**src/rtl/gray_pkg.sv**
```systemverilog
// Shared Gray-code helpers and counter end-of-range mode constants.
package gray_pkg;

    localparam int MAX_W = 16;
    localparam int WRAP  = 0;
    localparam int SAT   = 1;

    function automatic logic [MAX_W-1:0] bin2gray(input logic [MAX_W-1:0] b);
        return b ^ (b >> 1);
    endfunction

    // Each binary bit is the XOR of its Gray bit and every Gray bit above it.
    function automatic logic [MAX_W-1:0] gray2bin(input logic [MAX_W-1:0] g);
        logic [MAX_W-1:0] b;
        b = '0;
        for (int unsigned i = 0; i < MAX_W; i++) begin
            b[i] = ^(g >> i);
        end
        return b;
    endfunction

endpackage

```
**src/rtl/gray2bin_n.sv**
```systemverilog
// Combinational Gray-to-binary converter for an arbitrary width up to 16.
module gray2bin_n
    import gray_pkg::*;
#(
    parameter int WIDTH = 4
) (
    input  logic [WIDTH-1:0] gray_i,
    output logic [WIDTH-1:0] bin_o
);

    always_comb begin
        bin_o = WIDTH'(gray2bin(MAX_W'(gray_i)));
    end

endmodule

```
**src/rtl/gray_counter_n.sv**
```systemverilog
// Up/down Gray counter with load, terminal count and wrap pulse.
module gray_counter_n
    import gray_pkg::*;
#(
    parameter int WIDTH    = 4,
    parameter int SATURATE = WRAP
) (
    input  logic             clk,
    input  logic             rst_n,
    input  logic             en,
    input  logic             up,
    input  logic             load,
    input  logic [WIDTH-1:0] load_val,
    output logic [WIDTH-1:0] gray_out,
    output logic [WIDTH-1:0] bin_out,
    output logic             tc,
    output logic             wrap
);

    logic [WIDTH-1:0] bin_q, bin_d;
    logic [WIDTH-1:0] gray_q, gray_d;
    logic             wrap_q, wrap_d;
    logic [WIDTH-1:0] load_bin;

    gray2bin_n #(.WIDTH(WIDTH)) u_load_g2b (
        .gray_i (load_val),
        .bin_o  (load_bin)
    );

    always_comb begin
        tc = up ? (bin_q == '1) : (bin_q == '0);
    end

    always_comb begin
        bin_d  = bin_q;
        wrap_d = 1'b0;
        if (load) begin
            bin_d = load_bin;
        end else if (en) begin
            if (SATURATE == SAT && tc) begin
                bin_d = bin_q;
            end else begin
                bin_d  = up ? bin_q + WIDTH'(1) : bin_q - WIDTH'(1);
                // tc reflects the current direction, so it marks exactly the wrapping step
                wrap_d = (SATURATE == WRAP) && tc;
            end
        end
        gray_d = WIDTH'(bin2gray(MAX_W'(bin_d)));
    end

    always_ff @(posedge clk or negedge rst_n) begin
        if (!rst_n) begin
            bin_q  <= '0;
            gray_q <= '0;
            wrap_q <= 1'b0;
        end else begin
            bin_q  <= bin_d;
            gray_q <= gray_d;
            wrap_q <= wrap_d;
        end
    end

    assign gray_out = gray_q;
    assign bin_out  = bin_q;
    assign wrap     = wrap_q;

endmodule

```
**config.mk**
```make
export PLATFORM = sky130hd
export DESIGN_NAME = gray_counter_n
export DESIGN_NICKNAME = d
export VERILOG_FILES = /design/src/rtl/gray_pkg.sv /design/src/rtl/gray2bin_n.sv /design/src/rtl/gray_counter_n.sv
export SDC_FILE = /design/constraint.sdc
export NUM_CORES = 1
export LEC_CHECK = 0
export ABC_AREA = 0
export CAP_MARGIN = 20
export CORE_AREA = 2 2 39 41
export CTS_BUF_LIST = sky130_fd_sc_hd__clkbuf_2
export DETAILED_ROUTE_END_ITERATION = 12
export DIE_AREA = 0 0 41 43
export GPL_TIMING_DRIVEN = 0
export PLACE_DENSITY = 0.74
export SETUP_SLACK_MARGIN = 0.3
export SLEW_MARGIN = 20
export SYNTH_ARGS = -nofsm -noshare
export SYNTH_HDL_FRONTEND = slang
export SYNTH_SLANG_ARGS = --single-unit
```
**constraint.sdc**
```tcl
create_clock -name clk -period 2.7 [get_ports clk]
set_input_delay 0.405 -clock clk [delete_from_list [all_inputs] [get_ports clk]]
set_output_delay 0.405 -clock clk [all_outputs]
set_load 0.03 [all_outputs]
```
==> run summary, run 1 <==
Setup violators final: 0
Worst Hold Class: input pin to asynchronous set/reset pin
Max Fclk: 476 MHz
Core region area: 1380 sq um
Setup ws final: 0.597 ns
Final period util: 77.9%
Endpoint class of the critical path: primary output
Antenna Violating Nets Remaining: 0
Die Footprint: 1760 sq um
Hold slack: 0.444 ns
Reg clk slew, reported paths: 0.07 ns
Vias: 454
CTS root buf: clkbuf_2
DR WL/cell: 11.6 microns
Area grow syn2layout: 37.7%
Lkg Pwr: 0.341 nW
Hold Vio Cnt, Final: 0
Detail Placement HPWL: 821 microns
Max Slew Vio Count: 0
Mapped Nets: 66
DRT iter0 DRCs: 8
Top-area cell type share of the netlist area: 36.1%
Post-synth EDFFs: 0
CTS sink cnt: 8
Critical setup path kind: flip-flop to primary output
Post-synthesis sequential area ratio: 36.1%
Synth warn: 0
Layout net count: 88
Number of register bits inferred by synthesis: 8
Antenna diode count: 0
Starting Density: 40.1%
Layout cells sized above 1: 12.2%
Syn Inst Count: 54
Slew margin rel.: 75.5%
R2r setup slk: 0.81 ns
Clock latency at the later pin of the worst-skew pair: 0.23 ns
Synth unique cells: 32
Crit start category: flip-flop
Status: finished clean
# DRC: 0
Measured slew at the worst slew-check pin: 0.365 ns
Top_reg_cell synth: dfrtp_1
Power Density: 693 nW/um^2
Die X: 41 microns
Clk buf depth: 2
Number of global-route vias before repair: 438
Max stage delay on crit path: 0.53 ns
Drt total wl: 1040 microns
First-pass GRT wire length: 1830 microns
Mapped cell area: 554 sq um
Fin Clk Skew: 0.00630 ns
H-tree levels: 1
Post-CTS setup buffers: 0
Mean Syn Cell Area: 10.3 sq um
Initial antenna violation count: 0
Critical Path, Cell by Cell: or4_1 -> o21ai_1 -> clkdlybuf4s15_2
Pin count of the biggest net entering global routing: 11
Worst vdd ir: 246 uV
RSZ-0062 raised after global routing: false
Vias per cell: 5.04
Worst r2r path cells: 6
Crit-path slowest cell: or4_1
Remaining global-route overflow: 0
# rows: 14
Crit Reg-Reg Endpoint: gray_out[1]
Buffers on Ports: 17
Area contributors post-synth: dfrtp_1 36%, xor2_1 6.3%, xnor2_1 4.7%
Overall Global Routing Usage: 15.7%
CTS tree: built
Cts bufs inserted: 3
Synth async-reset ratio: 100%
RR Startpoint: bin_out[0]
Routability Congestion: 0.765
Area leader, netlist: dfrtp_1
Io pins: 19
Chip height: 43 microns
CP required: 2.30 ns
CP arrival: 1.70 ns
Filler cell count: 132
CP Max Fanout: 7
Drt first pass iters: 4
Min cycle time layout: 2.10 ns
Maxcap violations: 0
Pre-CTS WS: -0.0730 ns
Yosys cell counts, types with 2 or more instances:
cell type / instances
nand3_1: 2
xnor2_1: 3
nand2_1: 2
dfrtp_1: 8
a21oi_1: 4
nor2_1: 2
ha_1: 2
o21ai_1: 2
inv_1: 3
xor2_1: 4
how the worst max path moves through the flow:
stage,startpoint,endpoint,slack [ns],cells after the start
6_report,bin_out[0],tc,0.60,3
5_1_grt,bin_out[0],tc,0.50,3
4_1_cts,up,tc,0.30,4
3_5_place_dp,up,tc,-0.07,4
2_1_floorplan,bin_out[0],tc,0.75,2
3_3_place_gp,up,tc,-0.07,4
routing by layer:
layer  up-vias  routed length (microns)  track usage [%]
met3         4                       48             3.14
met2        13                      522             22.2
met4         0                       31             12.0
met5         -                        0                0
li1        232                        -                -
met1       205                      437             19.9
per-stage QoR:
step | total power [mW] | instances | TNS [ns] | area (sq um) | util, %
floorplan | 0.361 | 54 | 0 | 554 | -
global placement | 0.462 | 87 | -0.0727 | 744 | 53.8
detailed placement | 0.467 | 87 | -0.0730 | 744 | 53.8
CTS | 0.536 | 90 | 0 | 761 | 55.0
global route | 0.574 | 90 | 0 | 763 | 55.2
finish | 0.529 | 90 | 0 | 763 | 55.2
report_power, final:
group	switching [mW]	internal (mW)
sequential	0.0296	0.149
clock	0.0360	0.0302
combinational	0.151	0.133
cells by family (layout without fill, tap and decap cells):
| logic type | after synthesis | after routing | share of synthesized area (%) |
|---|---|---|---|
| flip-flops | 8 | 8 | 36.1 |
| XOR/XNOR | 8 | 8 | 14.0 |
| AO/OA/AOI/OAI | 11 | 11 | 13.5 |
| AND/OR/NAND/NOR | 17 | 17 | 20.3 |
| adder cells (fa/ha/maj) | 3 | 3 | 8.13 |
| multiplexers | 1 | 1 | 1.81 |
| buffers and inverters | 6 | 26 | 6.09 |
registers in the layout (all words and copies together) (netlist names):
register	cells
wrap	1
bin_out	4
gray_out	3
repair_timing:
item | in CTS | in global routing
gates resized for setup | 3 | 1
setup endpoints to repair | 1 | 1
hold buffers | 0 | 0
cells in the final DEF (no fill, tap or decap), types with 2 or more instances in the layout:
cell,instances
clkbuf_2,3
a21oi_1,4
nor2_1,2
nand2_1,2
o21ai_1,2
inv_1,3
dfrtp_1,8
clkdlybuf4s50_1,15
xor2_1,4
xnor2_1,3
ha_1,2
nand3_1,2
critical path, delay by kind of cell (launching register included):
| family | cells | cell delay (ns) |
|---|---|---|
| flops | 1 | 0.47 |
| buf+inv | 1 | 0.32 |
| compound gates | 1 | 0.15 |
| simple gates | 1 | 0.53 |
layout make-up:
cell class / instances / area, sq um / area share (%)
clock buffers: 3 / 15.0 / 1.97
plain buffers: 3 / 22.5 / 2.95
multi-input cells: 40 / 320 / 42.0
flip-flops and latches: 8 / 200 / 26.2
repair buffers: 17 / 174 / 22.8
inverters: 3 / 11.3 / 1.48
well taps: 16 / 20.0 / 2.62
Note: power is estimated with default switching activity, not from simulation.
==> run 2, diff against run 1 <==
clock period = 2.15 ns   (was 2.7 ns; I/O delays follow)
==> run summary, run 2 (synthesis results as in run 1) <==
CP Depth: 3
Footprint of the multi-input gates: 332 sq um
Max stage delay on crit path: 0.51 ns
Area grow syn2layout: 44.9%
Hold Vio Cnt, Final: 0
CP startpoint: bin_out[0]
CP Max Fanout: 4
Overall Global Routing Usage: 15.9%
Pin count of the biggest net entering global routing: 11
CTS tree: built
Vias per cell: 5.02
Commonest cells after routing, fill and taps aside: 15 x clkdlybuf4s50_1, 6 x dfrtp_1
Cts bufs inserted: 3
Buffers on Ports: 17
DRT iter0 DRCs: 2
Crit start category: flip-flop
Seq. cell area: 203 sq um
Max FFs per register: 4
# DRC: 0
Remaining global-route overflow: 0
RR Startpoint: bin_out[2]
Crit Reg-Reg Endpoint: gray_out[2]
Routed wl met3: 52 microns
Maxcap violations: 0
CP arrival: 1.52 ns
Logic gate share of total power: 54.7%
Drt total wl: 1110 microns
Min cycle time layout: 1.84 ns
Reg power frac: 31.6%
Initial antenna violation count: 0
Filler cell count: 130
Drt first pass iters: 3
Starting Density: 40.1%
Clock power frac: 13.8%
Sw Pwr: 284 uW
Routability Congestion: 0.751
Chip height: 43 microns
Status: finished clean
Detail Placement HPWL: 851 microns
Lkg Pwr: 0.356 nW
Vias: 472
Crit path buf inv count: 1
Measured slew at the worst slew-check pin: 0.382 ns
CP required: 1.83 ns
R2r setup slk: 0.45 ns
Reg clk slew, reported paths: 0.09 ns
Switching share of total power: 40.3%
# rows: 14
Die Footprint: 1760 sq um
Critical Path, Cell by Cell: or4_4 -> o21ai_2 -> buf_6
Io pins: 19
Layout cells sized above 1: 24.4%
Max Slew Vio Count: 0
Slew margin rel.: 74.5%
Total power: 706 uW
Commonest non-fill, non-tap cell in the layout: clkdlybuf4s50_1
Clock latency at the later pin of the worst-skew pair: 0.23 ns
Crit path max-delay family: simple AND/OR/NAND/NOR gates
Layout net count: 91
Worst r2r path cells: 5
Max Fclk: 543 MHz
Setup violators final: 0
Met2 Wirelength: 543 microns
Final period util: 85.7%
Hold slack: 0.353 ns
DR WL/cell: 11.8 microns
Metal1 wirelength: 497 microns
Worst setup endpoint: tc
Core region area: 1380 sq um
Power Density: 879 nW/um^2
CTS sink cnt: 8
Worst Hold Class: input pin to asynchronous set/reset pin
Highest routed layer: met4
Total internal power: 422 uW
Number of global-route vias before repair: 447
CTS root buf: clkbuf_2
RSZ-0062 raised after global routing: true
Antenna diode count: 0
Crit-path slowest cell: or4_4
First-pass GRT wire length: 1950 microns
Fin Clk Skew: 0.0155 ns
H-tree levels: 1
Endpoint class of the critical path: primary output
Antenna Violating Nets Remaining: 0
Critical setup path kind: flip-flop to primary output
Worst vdd ir: 374 uV
Die X: 41 microns
Clk buf depth: 2
## run 2: through the flow
stage | utilization [%] | cell area [sq um] | TNS (ns) | instances | setup slack [ns]
after floorplan | - | 556 | 0 | 54 | 0.314
after global routing | 58.0 | 803 | 0 | 94 | 0.248
after CTS | 56.7 | 785 | 0 | 93 | 0.310
final | 58.0 | 803 | 0 | 94 | 0.307
after global placement | 53.9 | 746 | -0.749 | 87 | -0.457
after detailed placement | 53.9 | 746 | -0.892 | 87 | -0.468
## run 2: worst reg2reg max path: stages, from the launching register on
cell	delay, ns
dfrtp_1	0.44
ha_1	0.36
a21oi_1	0.16
a2bb2oi_1	0.07
or3_4	0.40
xor2_2	0.14
## run 2: how the worst min path moves through the flow
stage | startpoint | endpoint | slack [ns] | cells after the start
floorplan | rst_n | bin_out[0] | 0.03 | 0
global placement | rst_n | wrap | 0.61 | 1
detailed placement | rst_n | bin_out[3] | 0.61 | 1
CTS | rst_n | bin_out[1] | 0.35 | 1
global route | rst_n | bin_out[1] | 0.37 | 1
finish | rst_n | bin_out[1] | 0.35 | 1
## run 2: metal layers
metal	up-vias	GRT usage, %
met5	-	0
met2	16	23.8
met3	2	1.57
li1	240	-
met4	0	8.00
met1	214	21.8
## run 2: layout make-up
class / count / share of cell area [%]
Sequential cell: 8 / 25.2
Buffer: 3 / 2.80
Inverter: 3 / 1.40
Timing Repair Buffer: 20 / 24.3
Clock buffer: 4 / 2.49
Tap cell: 16 / 2.49
Multi-Input combinational cell: 40 / 41.3
## run 2: repair_timing
action / 4_1_cts / 5_1_grt
cloned: 0 / 0
hold buffers: 0 / 0
pin swaps: 0 / 1
setup buffers: 2 / 1
resized for setup: 11 / 3
endpoints found under the setup margin: 6 / 3
## run 2: power groups by stage
stage | Combinational [mW] | Clock [mW] | Sequential (mW)
floorplan | 0.158 | 0 | 0.296
global placement | 0.355 | 0 | 0.226
detailed placement | 0.364 | 0 | 0.230
CTS | 0.381 | 0.101 | 0.224
global route | 0.419 | 0.108 | 0.231
finish | 0.386 | 0.0971 | 0.223
